### config.mk
export PLATFORM = sky130hd
export DESIGN_NAME = traffic_light_ctrl_n
export DESIGN_NICKNAME = d
export VERILOG_FILES = /design/src/rtl/traffic_light_ctrl_n.sv
export SDC_FILE = /design/constraint.sdc
export NUM_CORES = 1
export LEC_CHECK = 0
export BUFFER_PORTS_ARGS = -buffer_cell sky130_fd_sc_hd__buf_2
export CAP_MARGIN = 20
export CORE_MARGIN = 4
export CORE_UTILIZATION = 30
export CTS_CLUSTER_SIZE = 40
export DETAILED_ROUTE_END_ITERATION = 12
export MAX_ROUTING_LAYER = met4
export PLACE_DENSITY_LB_ADDON = 0.15
export REMOVE_ABC_BUFFERS = 1
export SLEW_MARGIN = 20
export SYNTH_ARGS = -nofsm -noshare
export SYNTH_HDL_FRONTEND = slang
export SYNTH_SLANG_ARGS = --single-unit
### constraint.sdc
create_clock -name clk -period 4.8 [get_ports clk]
set_input_delay 0.96 -clock clk [delete_from_list [all_inputs] [get_ports clk]]
set_output_delay 0.96 -clock clk [all_outputs]
set_load 0.01 [all_outputs]
### src/rtl/traffic_light_ctrl_n.sv
// N-way traffic light sequencer with per-direction skip and flashing mode.
// Define TL_ALLRED_EN to insert an all-red clearance phase between yellow and green.
module traffic_light_ctrl_n #(
  parameter int NUM_DIR    = 4,
  parameter int CLK_FREQ   = 100000,
  parameter int GREEN_SEC  = 5,
  parameter int YELLOW_SEC = 1,
  parameter int ALLRED_SEC = 1,
  parameter int CNT_W      = 32
) (
  input  logic                       clk,
  input  logic                       rst,
  input  logic                       enable,
  input  logic [NUM_DIR-1:0]         skip_mask,
  output logic [2*NUM_DIR-1:0]       signal,
  output logic [$clog2(NUM_DIR)-1:0] cur_dir,
  output logic                       flash
);

  localparam int DIR_W = $clog2(NUM_DIR);
  localparam int SIG_W = 2 * NUM_DIR;
  localparam logic [1:0] LAMP_Y = 2'b01;
  localparam logic [1:0] LAMP_G = 2'b10;
  localparam logic [SIG_W-1:0] ALL_Y = {NUM_DIR{LAMP_Y}};

`ifdef TL_ALLRED_EN
  typedef enum logic [2:0] {S_INIT, S_GREEN, S_YELLOW, S_FLASH, S_ALLRED} state_t;
`else
  typedef enum logic [1:0] {S_INIT, S_GREEN, S_YELLOW, S_FLASH} state_t;
`endif

  state_t             state_q, state_d;
  logic [CNT_W-1:0]   pre_q, pre_d;
  logic [31:0]        sec_q, sec_d;
  logic [DIR_W-1:0]   cur_q, cur_d, nxt_q, nxt_d;
  logic               fy_q, fy_d;
  logic [SIG_W-1:0]   signal_q, signal_d;
  logic               flash_q, flash_d;
  logic               sec_tick, phase_done, entry;

  function automatic int dur_sec(state_t st);
    case (st)
      S_GREEN:  return GREEN_SEC;
      S_YELLOW: return YELLOW_SEC;
`ifdef TL_ALLRED_EN
      S_ALLRED: return ALLRED_SEC;
`endif
      default:  return 1;
    endcase
  endfunction

  // First non-skipped direction after cd, wrapping; cd itself is reached last.
  function automatic logic [DIR_W-1:0] pick_next(logic [DIR_W-1:0] cd,
                                                 logic [NUM_DIR-1:0] m);
    logic [DIR_W-1:0] r;
    logic [31:0]      c;
    r = DIR_W'((int'(cd) + 1) % NUM_DIR);
    for (int k = NUM_DIR; k >= 1; k--) begin
      c = 32'((int'(cd) + k) % NUM_DIR);
      if (!m[c[DIR_W-1:0]]) r = c[DIR_W-1:0];
    end
    return r;
  endfunction

  function automatic logic [SIG_W-1:0] lamps(state_t st, logic [DIR_W-1:0] cd,
                                             logic [DIR_W-1:0] nd, logic fy);
    logic [SIG_W-1:0] s;
    s = '0;
    case (st)
      S_INIT:  s = ALL_Y;
      S_FLASH: s = fy ? ALL_Y : '0;
      S_GREEN: begin
        for (int i = 0; i < NUM_DIR; i++)
          if (int'(cd) == i) s[SIG_W-1-2*i -: 2] = LAMP_G;
      end
      S_YELLOW: begin
        for (int i = 0; i < NUM_DIR; i++)
          if (int'(cd) == i || int'(nd) == i) s[SIG_W-1-2*i -: 2] = LAMP_Y;
      end
      default: s = '0;
    endcase
    return s;
  endfunction

  assign sec_tick   = (pre_q == CNT_W'(CLK_FREQ - 1));
  assign phase_done = sec_tick && (sec_q == 32'(dur_sec(state_q) - 1));

  always_comb begin
    state_d = state_q;
    cur_d   = cur_q;
    nxt_d   = nxt_q;
    fy_d    = fy_q;
    entry   = 1'b0;
    if (state_q != S_FLASH && !enable) begin
      state_d = S_FLASH;
      fy_d    = 1'b1;
      entry   = 1'b1;
    end else if (state_q == S_FLASH && enable) begin
      state_d = S_INIT;
      cur_d   = '0;
      entry   = 1'b1;
    end else if (phase_done) begin
      entry = 1'b1;
      case (state_q)
        S_INIT: begin
          state_d = S_GREEN;
          cur_d   = '0;
        end
        S_GREEN: begin
          state_d = S_YELLOW;
          nxt_d   = pick_next(cur_q, skip_mask);
        end
`ifdef TL_ALLRED_EN
        S_YELLOW: state_d = S_ALLRED;
        S_ALLRED: begin
          state_d = S_GREEN;
          cur_d   = nxt_q;
        end
`else
        S_YELLOW: begin
          state_d = S_GREEN;
          cur_d   = nxt_q;
        end
`endif
        // Flash phases are re-entered every second with the lamp phase flipped.
        S_FLASH: fy_d = !fy_q;
        default: state_d = S_INIT;
      endcase
    end
    pre_d    = (entry || sec_tick) ? '0 : pre_q + CNT_W'(1);
    sec_d    = entry ? '0 : (sec_tick ? sec_q + 32'd1 : sec_q);
    signal_d = lamps(state_d, cur_d, nxt_d, fy_d);
    flash_d  = (state_d == S_FLASH);
  end

  always_ff @(posedge clk) begin
    if (rst) begin
      state_q  <= S_INIT;
      pre_q    <= '0;
      sec_q    <= '0;
      cur_q    <= '0;
      nxt_q    <= '0;
      fy_q     <= 1'b0;
      signal_q <= ALL_Y;
      flash_q  <= 1'b0;
    end else begin
      state_q  <= state_d;
      pre_q    <= pre_d;
      sec_q    <= sec_d;
      cur_q    <= cur_d;
      nxt_q    <= nxt_d;
      fy_q     <= fy_d;
      signal_q <= signal_d;
      flash_q  <= flash_d;
    end
  end

  assign signal  = signal_q;
  assign cur_dir = cur_q;
  assign flash   = flash_q;

endmodule
==> results of run 1 <==
[cells by family after synthesis]
kind of cell | synth area share (%)
DFF | 41.83
buffers and inverters | 2.680
xor gates and xnor gates | 12.58
and+or+nand+nor | 33.73
adders and majority gates | 0.9805
AOI/OAI and AO/OA | 7.680
muxes | 0.5229
[stage by stage]
step | instance area [um2] | setup slack [ps] | power (uW) | util (%) | hold slack (ps)
after floorplan | 3767 | 1752 | 718.5 | - | 430.2
after global placement | 4075 | 1732 | 740.2 | 32.42 | 443.6
after detailed placement | 4075 | 1695 | 740.1 | 32.42 | 450.3
after CTS | 4412 | 1673 | 1529 | 35.10 | 464.7
after global routing | 4439 | 1435 | 1568 | 35.32 | 511.1
final | 4439 | 1667 | 1509 | 35.32 | 463.9
[placed cells by master, fill, tap and decap left out, types with 6 or more instances in the layout]
cell type | netlist | layout
a21oi_1 | 12 | 12
and3_1 | 12 | 12
and4_1 | 6 | 6
buf_2 | 0 | 17
clkbuf_16 | 0 | 9
dfxtp_1 | 80 | 80
inv_1 | 11 | 11
nand2_1 | 35 | 35
nand3_1 | 34 | 34
nand4_1 | 18 | 18
nor2_1 | 77 | 77
nor3_1 | 13 | 13
nor4_1 | 13 | 13
o21a_1 | 6 | 6
o21ai_0 | 14 | 14
or3_1 | 6 | 6
xnor2_1 | 20 | 20
xor2_1 | 35 | 35
[where the power goes]
part / total (uW) / switching (uW) / leakage [uW] / internal, uW
sequential: 674 / 4.59 / 0.000646 / 670
clock: 780 / 260 / 0.000163 / 520
combinational: 54.7 / 37.0 / 0.000724 / 17.7
[layout make-up]
type                            count  area share (%)
Multi-Input combinational cell    354           47.86
Sequential cell                    80           36.08
Clock buffer                       12           5.552
Tap cell                          172           4.848
Timing Repair Buffer               19           2.706
Clock inverter                      3           2.029
Inverter                           11          0.9301
[flip-flops by register name, indices dropped and copies added, names as in the netlist]
| signal | flops |
|---|---|
| pre_q | 32 |
| signal | 8 |
| state_q | 2 |
| flash | 1 |
| cur_dir | 2 |
| sec_q | 32 |
| nxt_q | 2 |
| fy_q | 1 |
[per-layer routing]
| metal | GRT usage [%] | share of wire, % | vias up |
|---|---|---|---|
| li1 | - | - | 1644 |
| met1 | 15.78 | 50 | 1442 |
| met2 | 18.48 | 45 | 40 |
| met3 | 3.403 | 3.4 | 9 |
| met4 | 4.462 | 1.3 | 0 |
| met5 | - | 0 | - |
[critical path, delay by kind of cell (launching register included)]
| family | cells | cell delay, ps |
|---|---|---|
| AOI/OAI and AO/OA | 1 | 150 |
| DFF | 1 | 340 |
| and+or+nand+nor | 6 | 2540 |
[path summary, 6_finish.rpt]
| kind | startpoint | to |
|---|---|---|
| setup / recovery | pre_q[14] | sec_q[25] |
| hold / removal | pre_q[0] | pre_q[0] |
| setup reg to reg | pre_q[14] | sec_q[25] |
| hold reg to reg | pre_q[0] | pre_q[0] |
==> reports/results.ini, run 1 <==
[timing]
maxSlewHeadroom_pct = 33.24
clock.fmax_ghz = 0.3192
setup_viol = 0
tightest_slew_ps = 999.0
tns_ps = 0
slew_viol_final = 0
finClkSkew_ps = 6.261
hold_viol_final = 0
period_needed_ps = 3133
period_share_pct = 65.27
rsz0062_at_grt = false

[setup_path]
worst-path-max-fanout = 9
r2r_cells = 7
cp-end-kind = flip-flop
cp-start-kind = flip-flop
reg2reg_slack_ps = 1670
cp_cell_sequence = or4b_1 > or2_2 > or4_4 > nor4_4 > nand2_2 > or3_1 > a21oi_1
critical-path-slowest-cell = or4b_1
worst_ep_required_time_ps = 5040
critical-path-max-stage-delay_ps = 550
path_class = reg2reg
arrival_ps = 3380

[grt]
antenna_found_initial = 0
grt_usage_pct = 12.26
overflow = 0
grt_pass1_wl_um = 14020
grt_max_degree = 32
grt_pass1_vias = 2934

[clock_tree]
clockBufferDepth = 2
clk_latency_ps = 330
tritoncts = yes
cts-buffers-inserted = 9
clock-sinks = 80
cts.clk_slew.worst_paths_ps = 60
postCtsSetupRepairBufs = 0
ctsHoldBuffers = 0
ctsResizeCount = 0
cts_root_buf = clkbuf_16
h-tree-depth = 3

[routing]
via_per_inst = 4.816
wl_um = 8314
first_pass_iters = 5
antenna_left = 0
route.detailed.drc = 0
num_vias = 3135
drt_iter0_drc = 154
wire_per_inst_um = 12.77

[outcome]
outcome = finished, final reports clean

[floorplanning]
core_region_area_um2 = 12570
num_io_pins = 18
initial_core_util_pct = 30.46
die-area_um2 = 14630
die_w_um = 121.0
die_height_um = 121.0
rows = 41

[logic_synthesis]
synth_area_leader_cell = dfxtp_1
syn_inst = 461
avgSynthCellArea_um2 = 8.305
ys_warn_count = 0
ys_ff_latch = 80
synthTopCellsByArea = dfxtp_1 42%, xor2_1 8.0%, nor2_1 7.5%, xnor2_1 4.6%, nand3_1 4.4%
ys_seq_area_share_pct = 41.83
yosysMostFrequentCell = dfxtp_1
ys_types = 48
synth-main-ff-cell = dfxtp_1
syn-cell-area_um2 = 3829
synth-edff-count = 0
synth_top_area_share_pct = 41.83
synth_commonest_cells = 80 x dfxtp_1, 77 x nor2_1, 35 x nand2_1, 35 x xor2_1, 34 x nand3_1
async_flop_share_pct = 0

[finish]
n_antenna_cell = 0
fillers = 1323
final_nets = 485
multi_input_area_um2 = 2125
drive_above_1_share_pct = 8.977
finalNonFillerCells = 651
seq_area_um2 = 1602
area_growth_pct = 15.95

[job]
timing.max_cap.violations = 0

[power]
ir_worst_vdd_mv = 0.1620
power_density_nw_per_um2 = 339.9
leakage_uw = 0.001533

[placement]
dp.cells = 635
dp_hpwl_um = 5830
routabilityCongestion = 0.8018
numPortBuffers = 17

[min_path]
hold_depth = 1
hold_path_class = reg2reg

No activity file was read; power rests on OpenSTA's default activity.
==> inputs of run 2 (changes only) <==
clock period = 2.77 ns   (was 4.8 ns; I/O delays follow)
==> run 2 against run 1 <==
  * The run now ends with setup timing left
  * Non-clock buffer count is 33 higher
  * First-iteration DRC count rose by 23%
  * Clock skew rose by 1.8 ps
  * Clock power grew 59%
  * Critical path depth did not move
  * Die area stayed put
  * Highest routed layer unchanged
==> reports/results.ini, run 2 (same netlist as run 1, synthesis figures left out) <==
[timing]
setup_viol = 8  ; +8
fin_ws_ps = -165.4  ; -1833 ps
period_needed_ps = 2935  ; -197.4 ps
period_share_pct = 106.0  ; +41 points
slew_viol_final = 0  ; unchanged
hold_viol_final = 0  ; unchanged
rsz0062_at_grt = true
maxSlewHeadroom_pct = 64.35  ; +31 points
clock.fmax_ghz = 0.3407  ; +6.7%
finClkSkew_ps = 8.106  ; +1.845 ps
tightest_slew_ps = 530.7  ; -468.3 ps

[grt]
grt_pass1_vias = 3074  ; +4.8%
grt_max_degree = 32  ; unchanged
antenna_found_initial = 0  ; unchanged
overflow = 0  ; unchanged
grt_usage_pct = 12.79  ; +0.53 points
grt_pass1_wl_um = 14810  ; +5.6%

[setup_path]
crit_buf_inv = 0  ; unchanged
r2r_cells = 7  ; unchanged
worst-path-max-fanout = 5  ; -4
worst_ep_required_time_ps = 2970  ; -2070 ps
critical-path-slowest-cell = or4_4
reg2reg_slack_ps = -170  ; -1830 ps
cp_cell_sequence = or4b_4 > or4_4 > or4_4 > o21ai_2 > or4b_4 > a21oi_4 > o311ai_1
arrival_ps = 3140  ; -240 ps
critical-path-max-stage-delay_ps = 560  ; about the same
crit_family = simple AND/OR/NAND/NOR gates
path_class = reg2reg
cp-start-kind = flip-flop
cp_num_cells = 7  ; unchanged
cp-end-kind = flip-flop

[power]
seqPwrFrac_pct = 46.6  ; +1.9 points
leakage_uw = 0.001705  ; +11%
p_comb_share_pct = 3.8  ; +0.2 points
pwr-share-clk_pct = 49.6  ; -2.1 points
switching_power_uw = 520.7  ; +72%
switching_share_pct = 20.75  ; +0.74 points
p_int_uw = 1989  ; +65%
power_uw = 2510  ; +66%
power_density_nw_per_um2 = 535.4  ; +57%
ir_worst_vdd_mv = 0.2353  ; +45%

[clock_tree]
clock-sinks = 80  ; unchanged
cts.clk_slew.worst_paths_ps = 60  ; about the same
tritoncts = yes
clk_latency_ps = 330  ; about the same
h-tree-depth = 3  ; unchanged
cts-buffers-inserted = 9  ; unchanged
clockBufferDepth = 2  ; unchanged
cts_root_buf = clkbuf_16

[routing]
num_vias = 3301  ; +5.3%
first_pass_iters = 4  ; -1
antenna_left = 0  ; unchanged
route.detailed.drc = 0  ; unchanged
via_per_inst = 4.812  ; about the same
wl_um = 8634  ; +3.8%
drt_iter0_drc = 190  ; +23%
wire_per_inst_um = 12.59  ; -1.4%

[job]
timing.max_cap.violations = 0  ; unchanged

[floorplanning]
die_w_um = 121.0  ; unchanged
core_region_area_um2 = 12570  ; unchanged
initial_core_util_pct = 30.46  ; unchanged
rows = 41  ; unchanged
num_io_pins = 18  ; unchanged
die_height_um = 121.0  ; unchanged
die-area_um2 = 14630  ; unchanged

[finish]
n_antenna_cell = 0  ; unchanged
drive_above_1_share_pct = 16.73  ; +7.8 points
final_core_util_pct = 37.29  ; +2.0 points
area_growth_pct = 22.42
final_cell_mix = 78 x dfxtp_1, 77 x nor2_1, 36 x nand2_1
final_common_cell = dfxtp_1
design_area_um2 = 4687  ; +5.6%
final_nets = 519  ; +7.0%
fillers = 1314  ; -0.68%

[outcome]
violations = setup timing
outcome = finished with violations

[placement]
dp_slack_ps = -261.1  ; -1956 ps
routabilityCongestion = 0.7573  ; -5.6%
post_dp_cell_area_um2 = 4315  ; +5.9%
dp_hpwl_um = 6120  ; +5.0%
numPortBuffers = 17  ; unchanged

[min_path]
hold_depth = 2  ; +1
hold_path_class = reg2reg

run 2: changes by cell type in the layout (fill, tap and decap cells not counted), sizes merged:
cell and delta:
buf +33, clkbuf +2, nand2 +1, bufinv -2
clkinv +1
run 2: metal layers:
layer | global-route usage, % | routed length, um | vias to the layer above
met5 | - | 0 | -
met4 | 3.824 | 110 | 0
met1 | 16.64 | 4350 | 1553
met2 | 19.80 | 3919 | 32
met3 | 3.077 | 254 | 7
li1 | - | - | 1709
run 2: worst paths after layout:
path,endpoint,start
max,signal[6],pre_q[13]
min,pre_q[15],pre_q[15]
max reg2reg,signal[6],pre_q[13]
min reg2reg,pre_q[15],pre_q[15]
run 2: cell type report:
class                      instances  area (um2)  area share (%)
multi-input combinational        355        2160           46.08
sequential                        80        1604           34.22
timing repair buffer              52       347.8           7.421
clock buffer                      14       284.0           6.060
tap                              172       215.2           4.592
inverter                          11       41.29          0.8809
clock inverter                     2       35.03          0.7475
run 2: metrics by stage:
stage	hold WS [ps]	cells	setup TNS (ps)
floorplan	430.2	445	-3203
global placement	482.1	667	-1115
detailed placement	497.1	667	-1663
CTS	504.8	684	-878.5
global route	538.7	686	-1924
finish	501.2	686	-916.2
run 2: power groups by stage:
| stage | logic [uW] | clock network [uW] | registers (uW) |
|---|---|---|---|
| 2_1_floorplan | 50.5 | 0 | 1190 |
| 3_3_place_gp | 97.1 | 0 | 1190 |
| 3_5_place_dp | 97.2 | 0 | 1190 |
| 4_1_cts | 97.9 | 1290 | 1170 |
| 5_1_grt | 109 | 1340 | 1170 |
| 6_report | 96.1 | 1240 | 1170 |
run 2: timing repair:
action,CTS,global route
hold buffers,0,0
setup endpoints to repair,11,13
pin swaps,3,5
gates resized for setup,4,6
setup buffers,1,1
gates cloned,0,1
run 2: worst reg2reg max path: stages (launching register included):
cell and delay [ps]:
dfxtp_1 310, or4b_4 530, or4_4 500, or4_4 560, o21ai_2 120, or4b_4 480, a21oi_4 200, o311ai_1 110
==> inputs of run 3 (changes only) <==
CELL_PAD_IN_SITES_DETAIL_PLACEMENT = 0   (was unset)
CELL_PAD_IN_SITES_GLOBAL_PLACEMENT = 2   (was unset)
PLACE_DENSITY = 0.77   (was unset)
PLACE_DENSITY_LB_ADDON = unset   (was 0.15)
SKIP_CTS_REPAIR_TIMING = 1   (was unset)
==> run 3 against run 2 <==
  * The flow still finishes with violations (setup timing)
  * Maximum frequency increased by 1.4%
  * Wire length up 0.78%
  * Largest power group unchanged
  * First-iteration DRC count grew 1.6%
  * Critical endpoint unchanged
  * Clock-buffer cell count decreased by 1
  * Die area stayed put
==> reports/results.ini, run 3 (same netlist as run 1, synthesis figures left out) <==
[outcome]
outcome = finished with violations
violations = setup timing

[routing]
via_per_inst = 4.769  ; -0.89%
antenna_left = 0  ; unchanged
route.detailed.drc = 0  ; unchanged
wl_um = 8701  ; +0.78%
first_pass_iters = 4  ; unchanged
wire_per_inst_um = 12.65  ; +0.48%
num_vias = 3281  ; -0.61%
drt_iter0_drc = 193  ; +1.6%

[grt]
antenna_found_initial = 0  ; unchanged
overflow = 0  ; unchanged
grt_max_degree = 29  ; -9.4%
grt_usage_pct = 13.05  ; +0.26 points
grt_pass1_vias = 3084  ; +0.33%
grt_pass1_wl_um = 14800  ; about the same

[floorplanning]
die_height_um = 121.0  ; unchanged
num_io_pins = 18  ; unchanged
initial_core_util_pct = 30.46  ; unchanged
die_w_um = 121.0  ; unchanged
core_region_area_um2 = 12570  ; unchanged
rows = 41  ; unchanged
die-area_um2 = 14630  ; unchanged

[finish]
final_cell_mix = 80 x dfxtp_1, 77 x nor2_1, 37 x buf_4
fillers = 1310  ; -0.30%
n_antenna_cell = 0  ; unchanged
seq_area_um2 = 1602  ; -0.16%
area_growth_pct = 22.45  ; about the same
final_common_cell = dfxtp_1
multi_input_area_um2 = 2152  ; -0.35%
drive_above_1_share_pct = 16.09  ; -0.65 points
final_nets = 521  ; +0.39%

[clock_tree]
h-tree-depth = 3  ; unchanged
tritoncts = yes
cts-buffers-inserted = 9  ; unchanged
cts_root_buf = clkbuf_16
clk_latency_ps = 340  ; about the same
clockBufferDepth = 2  ; unchanged
cts.clk_slew.worst_paths_ps = 60  ; about the same
clock-sinks = 80  ; unchanged

[power]
power_density_nw_per_um2 = 541.2  ; +1.1%
leakage_uw = 0.001719  ; +0.81%
ir_worst_vdd_mv = 0.3102  ; +32%
power_uw = 2537  ; +1.1%

[setup_path]
worst_ep_required_time_ps = 2980  ; about the same
cp-start-kind = flip-flop
worst-path-max-fanout = 5  ; unchanged
cp_cell_sequence = or4b_4 > or4_4 > or4_4 > o21ai_1 > or4b_4 > a21oi_4 > o311ai_1
critical-path-slowest-cell = or4b_4
path_class = reg2reg
critical-path-max-stage-delay_ps = 530  ; -30 ps
cp-end-kind = flip-flop
arrival_ps = 3100  ; -40 ps

[placement]
numPortBuffers = 17  ; unchanged
dp_hpwl_um = 6232  ; +1.8%
routabilityCongestion = 0.8270  ; +9.2%
dp_slack_ps = -197.2  ; +63.93 ps

[timing]
maxSlewHeadroom_pct = 53.17  ; -11 points
finClkSkew_ps = 4.698  ; -3.408 ps
period_needed_ps = 2894  ; -41.02 ps
fin_ws_ps = -124.4  ; +41.02 ps
hold_viol_final = 0  ; unchanged
clock.fmax_ghz = 0.3455  ; +1.4%
tightest_slew_ps = 697.7  ; +167.1 ps
setup_viol = 7  ; -1
period_share_pct = 104.5  ; -1.5 points
rsz0062_at_grt = true
slew_viol_final = 0  ; unchanged

[min_path]
hold_path_class = reg2reg

[job]
timing.max_cap.violations = 0  ; unchanged

[run 3: cell count changes in the layout (fill, tap and decap cells not counted), moves of 2 or more]
cell | previous run | this run
nand3_2 | 0 | 2
dfxtp_2 | 2 | 0
clkbuf_1 | 1 | 3
buf_4 | 35 | 37
dfxtp_1 | 78 | 80
clkbuf_8 | 4 | 1
[run 3: power by group]
part / total (uW) / switching, uW / internal [uW]
Clock: 1270 / 459 / 813
Sequential: 1170 / 7.71 / 1160
Combinational: 96.3 / 63.3 / 32.9
Total: 2540 / 531 / 2010
[run 3: path summary, 6_finish.rpt]
| path | startpoint | to | slack [ps] | depth (start not counted) |
|---|---|---|---|---|
| worst max register to register | pre_q[14] | signal[6] | -120 | 7 |
| worst min register to register | pre_q[30] | pre_q[30] | 500 | 2 |
| worst max-delay path | pre_q[14] | signal[6] | -120 | 7 |
| worst min-delay path | pre_q[30] | pre_q[30] | 500 | 2 |
[run 3: metal layers]
| layer | GRT usage [%] | share of wire (%) |
|---|---|---|
| met3 | 3.310 | 3.5 |
| met4 | 6.374 | 2.1 |
| met5 | - | 0 |
| met2 | 19.45 | 44 |
| met1 | 16.48 | 50 |
[run 3: area by class of cell]
cell class | instances | share of cell area (%)
Inverter | 11 | 0.8807
Sequential cell | 80 | 34.16
Multi-Input combinational cell | 355 | 45.90
Tap cell | 172 | 4.590
Clock buffer | 13 | 5.338
Clock inverter | 3 | 1.388
Timing Repair Buffer | 54 | 7.740
[run 3: critical path, delay by kind of cell, from the launching register on]
family,cells,cell delay [ps]
and+or+nand+nor,4,2020
DFF,1,310
AOI/OAI and AO/OA,3,430
[run 3: per-stage QoR]
step           area, um2  std cells  setup TNS, ps  util (%)  hold slack, ps
2_1_floorplan       3767        445          -3203         -           430.2
3_3_place_gp        4323        668         -658.9     34.40           483.3
3_5_place_dp        4323        668          -1040     34.40           491.8
4_1_cts             4638        684          -1179     36.90           500.0
5_1_grt             4688        688          -1145     37.30           541.5
6_report            4688        688         -479.6     37.30           501.4
